File: src/rtl/serial_match_acc.sv
`default_nettype none
// +----------------------------------------------------------------------------+
// | serial_match_acc: folds a serial stream of per-bit equal flags into a      |
// | per-word result (all-equal, mismatch count, first mismatch index).        |
// | Revision: 1.0                                                              |
// +----------------------------------------------------------------------------+
module serial_match_acc #(
  parameter int WIDTH = 8
) (
  input  logic                       clk,
  input  logic                       rst_n,
  input  logic                       bit_valid,
  input  logic                       sof,
  input  logic                       equal_in,
  input  logic                       res_ready,
  output logic                       res_valid,
  output logic                       word_equal,
  output logic [$clog2(WIDTH+1)-1:0] mismatch_cnt,
  output logic [$clog2(WIDTH)-1:0]   first_mm_idx,
  output logic                       busy,
  output logic                       overflow
);

  localparam int c_cnt_w = $clog2(WIDTH+1);
  localparam int c_idx_w = $clog2(WIDTH);
  localparam logic [c_idx_w-1:0] c_last_idx = c_idx_w'(WIDTH-1);
  localparam logic [c_idx_w-1:0] c_idx_one  = c_idx_w'(1);

  typedef enum logic [0:0] {
    ST_IDLE = 1'b0,
    ST_ACC  = 1'b1
  } state_t;

  state_t               r_state;
  state_t               w_next_state;

  logic [c_idx_w-1:0]   r_idx;
  logic                 r_all_eq;
  logic [c_cnt_w-1:0]   r_cnt;
  logic [c_idx_w-1:0]   r_first;

  logic                 r_res_valid;
  logic                 r_word_equal;
  logic [c_cnt_w-1:0]   r_mm_cnt;
  logic [c_idx_w-1:0]   r_first_idx;
  logic                 r_overflow;

  logic                 w_start;
  logic                 w_accept;
  logic                 w_done;
  logic [c_idx_w-1:0]   w_cur_idx;
  logic                 w_base_eq;
  logic [c_cnt_w-1:0]   w_base_cnt;
  logic [c_idx_w-1:0]   w_base_first;
  logic                 w_new_eq;
  logic [c_cnt_w-1:0]   w_new_cnt;
  logic [c_idx_w-1:0]   w_new_first;

  // A sof bit always restarts from a clean slate, whether idle or mid-word.
  assign w_start      = bit_valid & sof;
  assign w_accept     = bit_valid & (sof | (r_state == ST_ACC));
  assign w_cur_idx    = w_start ? '0 : r_idx;
  assign w_base_eq    = w_start | r_all_eq;
  assign w_base_cnt   = w_start ? '0 : r_cnt;
  assign w_base_first = w_start ? '0 : r_first;

  // First-mismatch index is captured only while the word is still all-equal.
  assign w_new_eq     = w_base_eq & equal_in;
  assign w_new_cnt    = w_base_cnt + c_cnt_w'(!equal_in);
  assign w_new_first  = (w_base_eq & ~equal_in) ? w_cur_idx : w_base_first;
  assign w_done       = w_accept & (w_cur_idx == c_last_idx);

  always_comb begin
    w_next_state = r_state;
    if (w_done) begin
      w_next_state = ST_IDLE;
    end else if (w_accept) begin
      w_next_state = ST_ACC;
    end
  end

  always_ff @(posedge clk or negedge rst_n) begin
    if (!rst_n) begin
      r_state <= ST_IDLE;
    end else begin
      r_state <= w_next_state;
    end
  end

  always_ff @(posedge clk or negedge rst_n) begin
    if (!rst_n) begin
      r_idx    <= '0;
      r_all_eq <= 1'b0;
      r_cnt    <= '0;
      r_first  <= '0;
    end else if (w_done) begin
      r_idx    <= '0;
      r_all_eq <= 1'b0;
      r_cnt    <= '0;
      r_first  <= '0;
    end else if (w_accept) begin
      r_idx    <= w_cur_idx + c_idx_one;
      r_all_eq <= w_new_eq;
      r_cnt    <= w_new_cnt;
      r_first  <= w_new_first;
    end
  end

  // A completing word always wins the result register, taken or not.
  always_ff @(posedge clk or negedge rst_n) begin
    if (!rst_n) begin
      r_res_valid  <= 1'b0;
      r_word_equal <= 1'b0;
      r_mm_cnt     <= '0;
      r_first_idx  <= '0;
      r_overflow   <= 1'b0;
    end else if (w_done) begin
      r_res_valid  <= 1'b1;
      r_word_equal <= w_new_eq;
      r_mm_cnt     <= w_new_cnt;
      r_first_idx  <= w_new_first;
      if (r_res_valid && !res_ready) begin
        r_overflow <= 1'b1;
      end
    end else if (r_res_valid && res_ready) begin
      r_res_valid <= 1'b0;
    end
  end

  assign res_valid    = r_res_valid;
  assign word_equal   = r_word_equal;
  assign mismatch_cnt = r_mm_cnt;
  assign first_mm_idx = r_first_idx;
  assign overflow     = r_overflow;
  assign busy         = (r_state == ST_ACC);

endmodule
`default_nettype wire

File: config.mk
export PLATFORM = sky130hd
export DESIGN_NAME = serial_match_acc
export DESIGN_NICKNAME = d
export VERILOG_FILES = /design/src/rtl/serial_match_acc.sv
export SDC_FILE = /design/constraint.sdc
export NUM_CORES = 1
export LEC_CHECK = 0
export ABC_AREA = 1
export ABC_CLOCK_PERIOD_IN_PS = 2000
export CORE_MARGIN = 8
export CORE_UTILIZATION = 51
export CTS_CLUSTER_DIAMETER = 50
export CTS_CLUSTER_SIZE = 10
export DETAILED_ROUTE_END_ITERATION = 8
export GPL_ROUTABILITY_DRIVEN = 0
export GPL_TIMING_DRIVEN = 1
export PLACE_DENSITY = 0.77
export SYNTH_ARGS = -nofsm -noshare
export SYNTH_HDL_FRONTEND = slang
export SYNTH_SLANG_ARGS = --single-unit
File: constraint.sdc
create_clock -name clk -period 2 [get_ports clk]
set_clock_uncertainty 0.05 [all_clocks]
set_input_delay 0.6 -clock clk [delete_from_list [all_inputs] [get_ports clk]]
set_output_delay 0.6 -clock clk [all_outputs]
set_load 0.005 [all_outputs]
==> flow_summary.ini, run 1 <==
[power]
p_seq_frac = 0.453
p_leak_nw = 0.808
intPower_uw = 963
p_clk_frac = 0.172
switching_share = 0.336
ir_drop_v = 0.000779
power.density_nw_per_um2 = 1010
fin_total_pwr_mw = 1.45
pwr-share-comb = 0.375
switchingPower_uw = 487

[clock_tree]
cts_buffers = 3
clk_pin_slew_ns = 0.11
clk_latency_ns = 0.32
cts_sinks = 22
cts-root-buf = clkbuf_4
cts_tree = yes
cts-hold-fix-buffers = 0
cts_buffer_depth = 2
cts_htree_levels = 1

[synthesis]
yosys.cell_count.top_type = nand2_1
syn_avg_cell_area_um2 = 8.40
syn_nets = 137
synth_seq_cells = 22
yosysTopAreaCellShare = 0.516
synth_edf_count = 0
synth_top_area_cell = dfrtp_1
ys.flop_type = dfrtp_1
async_flop_share = 1.00
synthCells = 127
syn_area_um2 = 1070
ys.warnings.count = 0
ys_top_cells_by_area = dfrtp_1, nand2_1, nand3_1, ha_1, inv_1
netlist_top_cells_count = nand2_1, dfrtp_1, inv_1
synth_cell_types = 16
ys_seq_area_frac = 0.516

[die]
die_height_um = 61.7
die_w_um = 61.7
die_area_um2 = 3810
fp-row-count = 16
initial_utilization = 0.544
core_um2 = 1960
ios = 17

[worst_setup_path]
critPathMaxStageDelay_ns = 0.47
start_kind = input port
r2r-start = r_idx[0]
cp_num_buf_inv = 4
critPathMostFrequentCell = nand2_2
worstPathArrival_ns = 2.13
path_class = input port to flop
critical_path.top_delay_family = buffers and inverters
critical_path.cell_chain = clkdlybuf4s50_1 > nand2_2 > nand2_2 > inv_1 > ha_1 > ha_2 > inv_1 > nand2_2 > buf_4 > o22ai_1
end_kind = flop
cp_slowest_cell = clkdlybuf4s50_1
critPathMaxFanout = 5
crit_path_start = sof
required_ns = 2.18

[global_route]
grt_pass1_wl_um = 3980
grt_pass1_vias = 933
grt_antenna_before_repair = 0
track_usage = 0.143
grt_overflow = 0
grt_max_degree = 23

[sta]
max-slew-margin-rel = 0.817
finalMaxSlewViolations = 0
fmax_ghz = 0.513
post-route-period-util = 0.975
timing.hold.ws_ns = 0.434
min_period_ns = 1.95
layout_setup_ws_ns = 0.0503
hold_viol = 0
setup_violations = 0
setup_tns_ns = 0
worstMarginPinSlew_ns = 0.274

[status]
status = finished, final reports clean

[place]
dp.cells = 181
post_dp_cell_area_um2 = 1350
dpl_worst_slack_ns = -0.343
place_hpwl_um = 1710
portBuffers = 16

[layout]
multiInputGateArea_um2 = 457
nNetsFinal = 172
drive_gt1_frac = 0.230
fill_cells = 155
area_growth_pct = 34.5
final_area_um2 = 1440
register_area_um2 = 551
n_antenna_cell = 0
fin_util = 0.732
instances_no_fill = 188

[route]
drt-pass1-iter-count = 4
avgViaCountPerCell = 5.03
vias = 946
ant_nets = 0
drtIter0Drc = 19
post_drt_wl_per_cell_um = 12.9
drt_wl_total_um = 2430
post-route-drc-count = 0

[worst_hold_path]
min_path_type = flop to flop
worst_hold_startpoint = overflow

[job]
maxCapViolations = 0
[final timing paths]
check | to | slack, ns | cells past startpoint
max | r_cnt[1] | 0.05 | 10
min | overflow | 0.43 | 1
max reg2reg | r_cnt[1] | 0.49 | 8
min reg2reg | overflow | 0.43 | 1
max in group asynchronous | r_first[0] | 1.12 | 2
min in group asynchronous | word_equal | 0.55 | 2
[repair_timing]
item / 4_1_cts / 5_1_grt
setup endpoints to repair: 5 / 21
gates resized for setup: 0 / 8
cloned: 0 / 0
pin swaps: 1 / 1
buffers inserted: 2 / 1
[flip-flops by register name, indices dropped and copies added, names as in the netlist, 3 cells and up]
name	flops
mismatch_cnt	4
r_first	3
r_idx	3
first_mm_idx	3
r_cnt	4
[final cells by class]
type                            count  share of cell area
Multi-Input combinational cell     87               0.318
Clock buffer                        4              0.0253
Sequential cell                    22               0.384
Inverter                           16              0.0436
Timing Repair Buffer               32               0.206
Tap cell                           27              0.0235
[cell families (layout without fill, tap and decap cells)]
| group | Yosys count | count (layout) | share of synthesized area |
|---|---|---|---|
| compound gates | 8 | 8 | 0.0574 |
| fa+ha+maj | 4 | 4 | 0.0469 |
| buf+inv | 18 | 52 | 0.0774 |
| flops | 22 | 22 | 0.516 |
| simple gates | 75 | 75 | 0.302 |
[worst register-to-register path: stages (launching register included)]
cell	delay, ns
dfrtp_1	0.41
nand2_2	0.08
inv_1	0.06
ha_1	0.19
ha_2	0.21
inv_1	0.08
nand2_2	0.08
buf_4	0.15
o22ai_1	0.12
[power by group through the flow]
stage          Combinational (mW)  Sequential (mW)  Clock (mW)
5_1_grt                     0.616            0.675       0.268
6_report                    0.544            0.658       0.249
2_1_floorplan               0.273            0.652           0
3_3_place_gp                0.497            0.654           0
3_5_place_dp                0.517            0.660           0
4_1_cts                     0.523            0.651       0.255
[cell usage in the layout, fill, tap and decap left out, types with 2 or more instances in the layout]
cell and n:
clkdlybuf4s50_1 15, nand3_1 12, nand2_2 5, inv_1 13
ha_1 3, o21ai_2 3, dfrtp_1 22, nand2_1 52
nand2_4 2, buf_4 15, nor2_1 2, clkbuf_4 3
o22ai_2 2, inv_2 2
[layer usage]
layer,up-vias,track usage,share of wire,routed length [µm]
met5,-,0,0,0
met4,0,0.0909,0.023,55
met3,5,0.0309,0.057,139
met2,25,0.254,0.54,1310
met1,446,0.150,0.38,925
li1,470,-,-,-
Note: power is estimated with default switching activity, not from simulation.
==> inputs of run 2 (changes only) <==
Settings changed: ABC_CLOCK_PERIOD_IN_PS 2000 to 1800.
Clock period 2 ns to 1.8 ns, I/O delays scaled along.
==> flow_summary.ini, run 2 (synthesis gave the netlist of run 1 again) <==
[status]
status = finished, final reports clean

[die]
fp-row-count = 16
die_height_um = 61.7
die_w_um = 61.7
ios = 17
die_area_um2 = 3810
initial_utilization = 0.544
core_um2 = 1960

[route]
drtIter0Drc = 26
post-route-drc-count = 0
drt-pass1-iter-count = 4
ant_nets = 0
post_drt_wl_per_cell_um = 14.7
drt_wl_total_um = 2820
avgViaCountPerCell = 5.14
vias = 987

[place]
portBuffers = 16
post_dp_cell_area_um2 = 1360
place_hpwl_um = 1830

[clock_tree]
cts_buffers = 3
cts_buffer_depth = 2
cts_htree_levels = 1
cts_tree = yes
cts-root-buf = clkbuf_4
cts_sinks = 22
clk_latency_ns = 0.31
clk_pin_slew_ns = 0.13

[worst_setup_path]
critPathMaxStageDelay_ns = 0.51
reg2reg_slack_ns = 0.38
required_ns = 1.21
cp_num_buf_inv = 1
start_kind = flop
end_kind = output port
rr_worst_depth = 8
path_class = flop to output port
reg2reg_to = r_cnt[1]
cp_slowest_cell = clkdlybuf4s50_1
r2r-start = r_idx[0]
worstPathArrival_ns = 1.19
critPathMaxFanout = 2
critical_path.top_delay_family = buffers and inverters
critical_path.cell_chain = clkdlybuf4s50_1

[worst_hold_path]
worst_hold_startpoint = first_mm_idx[1]
min_path_type = flop to flop
whs_endpoint = first_mm_idx[1]
holdPathStages = 2

[job]
maxCapViolations = 0

[layout]
fin_util = 0.763
drive_gt1_frac = 0.255
layout_common_cells = nand2_1, dfrtp_1, buf_4, inv_1, nand3_1
n_antenna_cell = 0
nNetsFinal = 176
final_common_cell = nand2_1
area_growth_pct = 40.3
final_area_um2 = 1500

[global_route]
track_usage = 0.148
grt_pass1_wl_um = 4140
grt_pass1_vias = 935
grt_antenna_before_repair = 0
grt_overflow = 0
grt_max_degree = 23

[sta]
max-slew-margin-rel = 0.816
fmax_ghz = 0.561
finalMaxSlewViolations = 0
hold_viol = 0
worstMarginPinSlew_ns = 0.276
post-route-period-util = 0.990
setup_tns_ns = 0
setup_violations = 0
min_period_ns = 1.78

[power]
power.density_nw_per_um2 = 1120
p_leak_nw = 0.968
ir_drop_v = 0.000740
## run 2: repair_timing
item,4_1_cts,5_1_grt
gates cloned,0,0
endpoints found under the hold margin,0,0
gates resized for setup,11,10
pin swaps,2,0
endpoints found under the setup margin,23,31
hold buffers,0,0
buffers inserted,2,4
## run 2: worst max path at each step
stage / slack, ns / cells after the start / to / start
detailed placement: -0.48 / 10 / r_cnt[1] / bit_valid
global placement: -0.40 / 10 / r_cnt[1] / bit_valid
CTS: -0.008 / 10 / r_cnt[1] / sof
global route: -0.02 / 1 / mismatch_cnt[0] / mismatch_cnt[0]
finish: 0.02 / 1 / mismatch_cnt[0] / mismatch_cnt[0]
floorplan: 0.06 / 11 / r_cnt[3] / bit_valid
## run 2: layer usage
layer	track usage	wire (µm)
met1	0.163	1090
met2	0.266	1510
met3	0.0247	115
met4	0.0747	108
met5	0	0
## run 2: power by group
group / total (mW) / internal, mW / switching, mW
clock network: 0.281 / 0.124 / 0.157
registers: 0.729 / 0.640 / 0.0886
logic: 0.675 / 0.342 / 0.333
## run 2: final cells by class
class                           count  area [µm²]
Timing Repair Buffer               36         343
Fill cell                         141         464
Multi-Input combinational cell     87         472
Inverter                           16        62.6
Tap cell                           27        33.8
Clock buffer                        4        36.3
Sequential cell                    22         551
## run 2: stage by stage
| step | hold slack (ns) | instances | setup slack, ns | power [mW] |
|---|---|---|---|---|
| after CTS | 0.446 | 188 | -0.00812 | 1.64 |
| after global routing | 0.476 | 192 | -0.0211 | 1.79 |
| after floorplan | 0.194 | 127 | 0.0566 | 1.03 |
| final | 0.441 | 192 | 0.0173 | 1.68 |
| after detailed placement | 0.416 | 182 | -0.481 | 1.32 |
| after global placement | 0.407 | 182 | -0.403 | 1.28 |
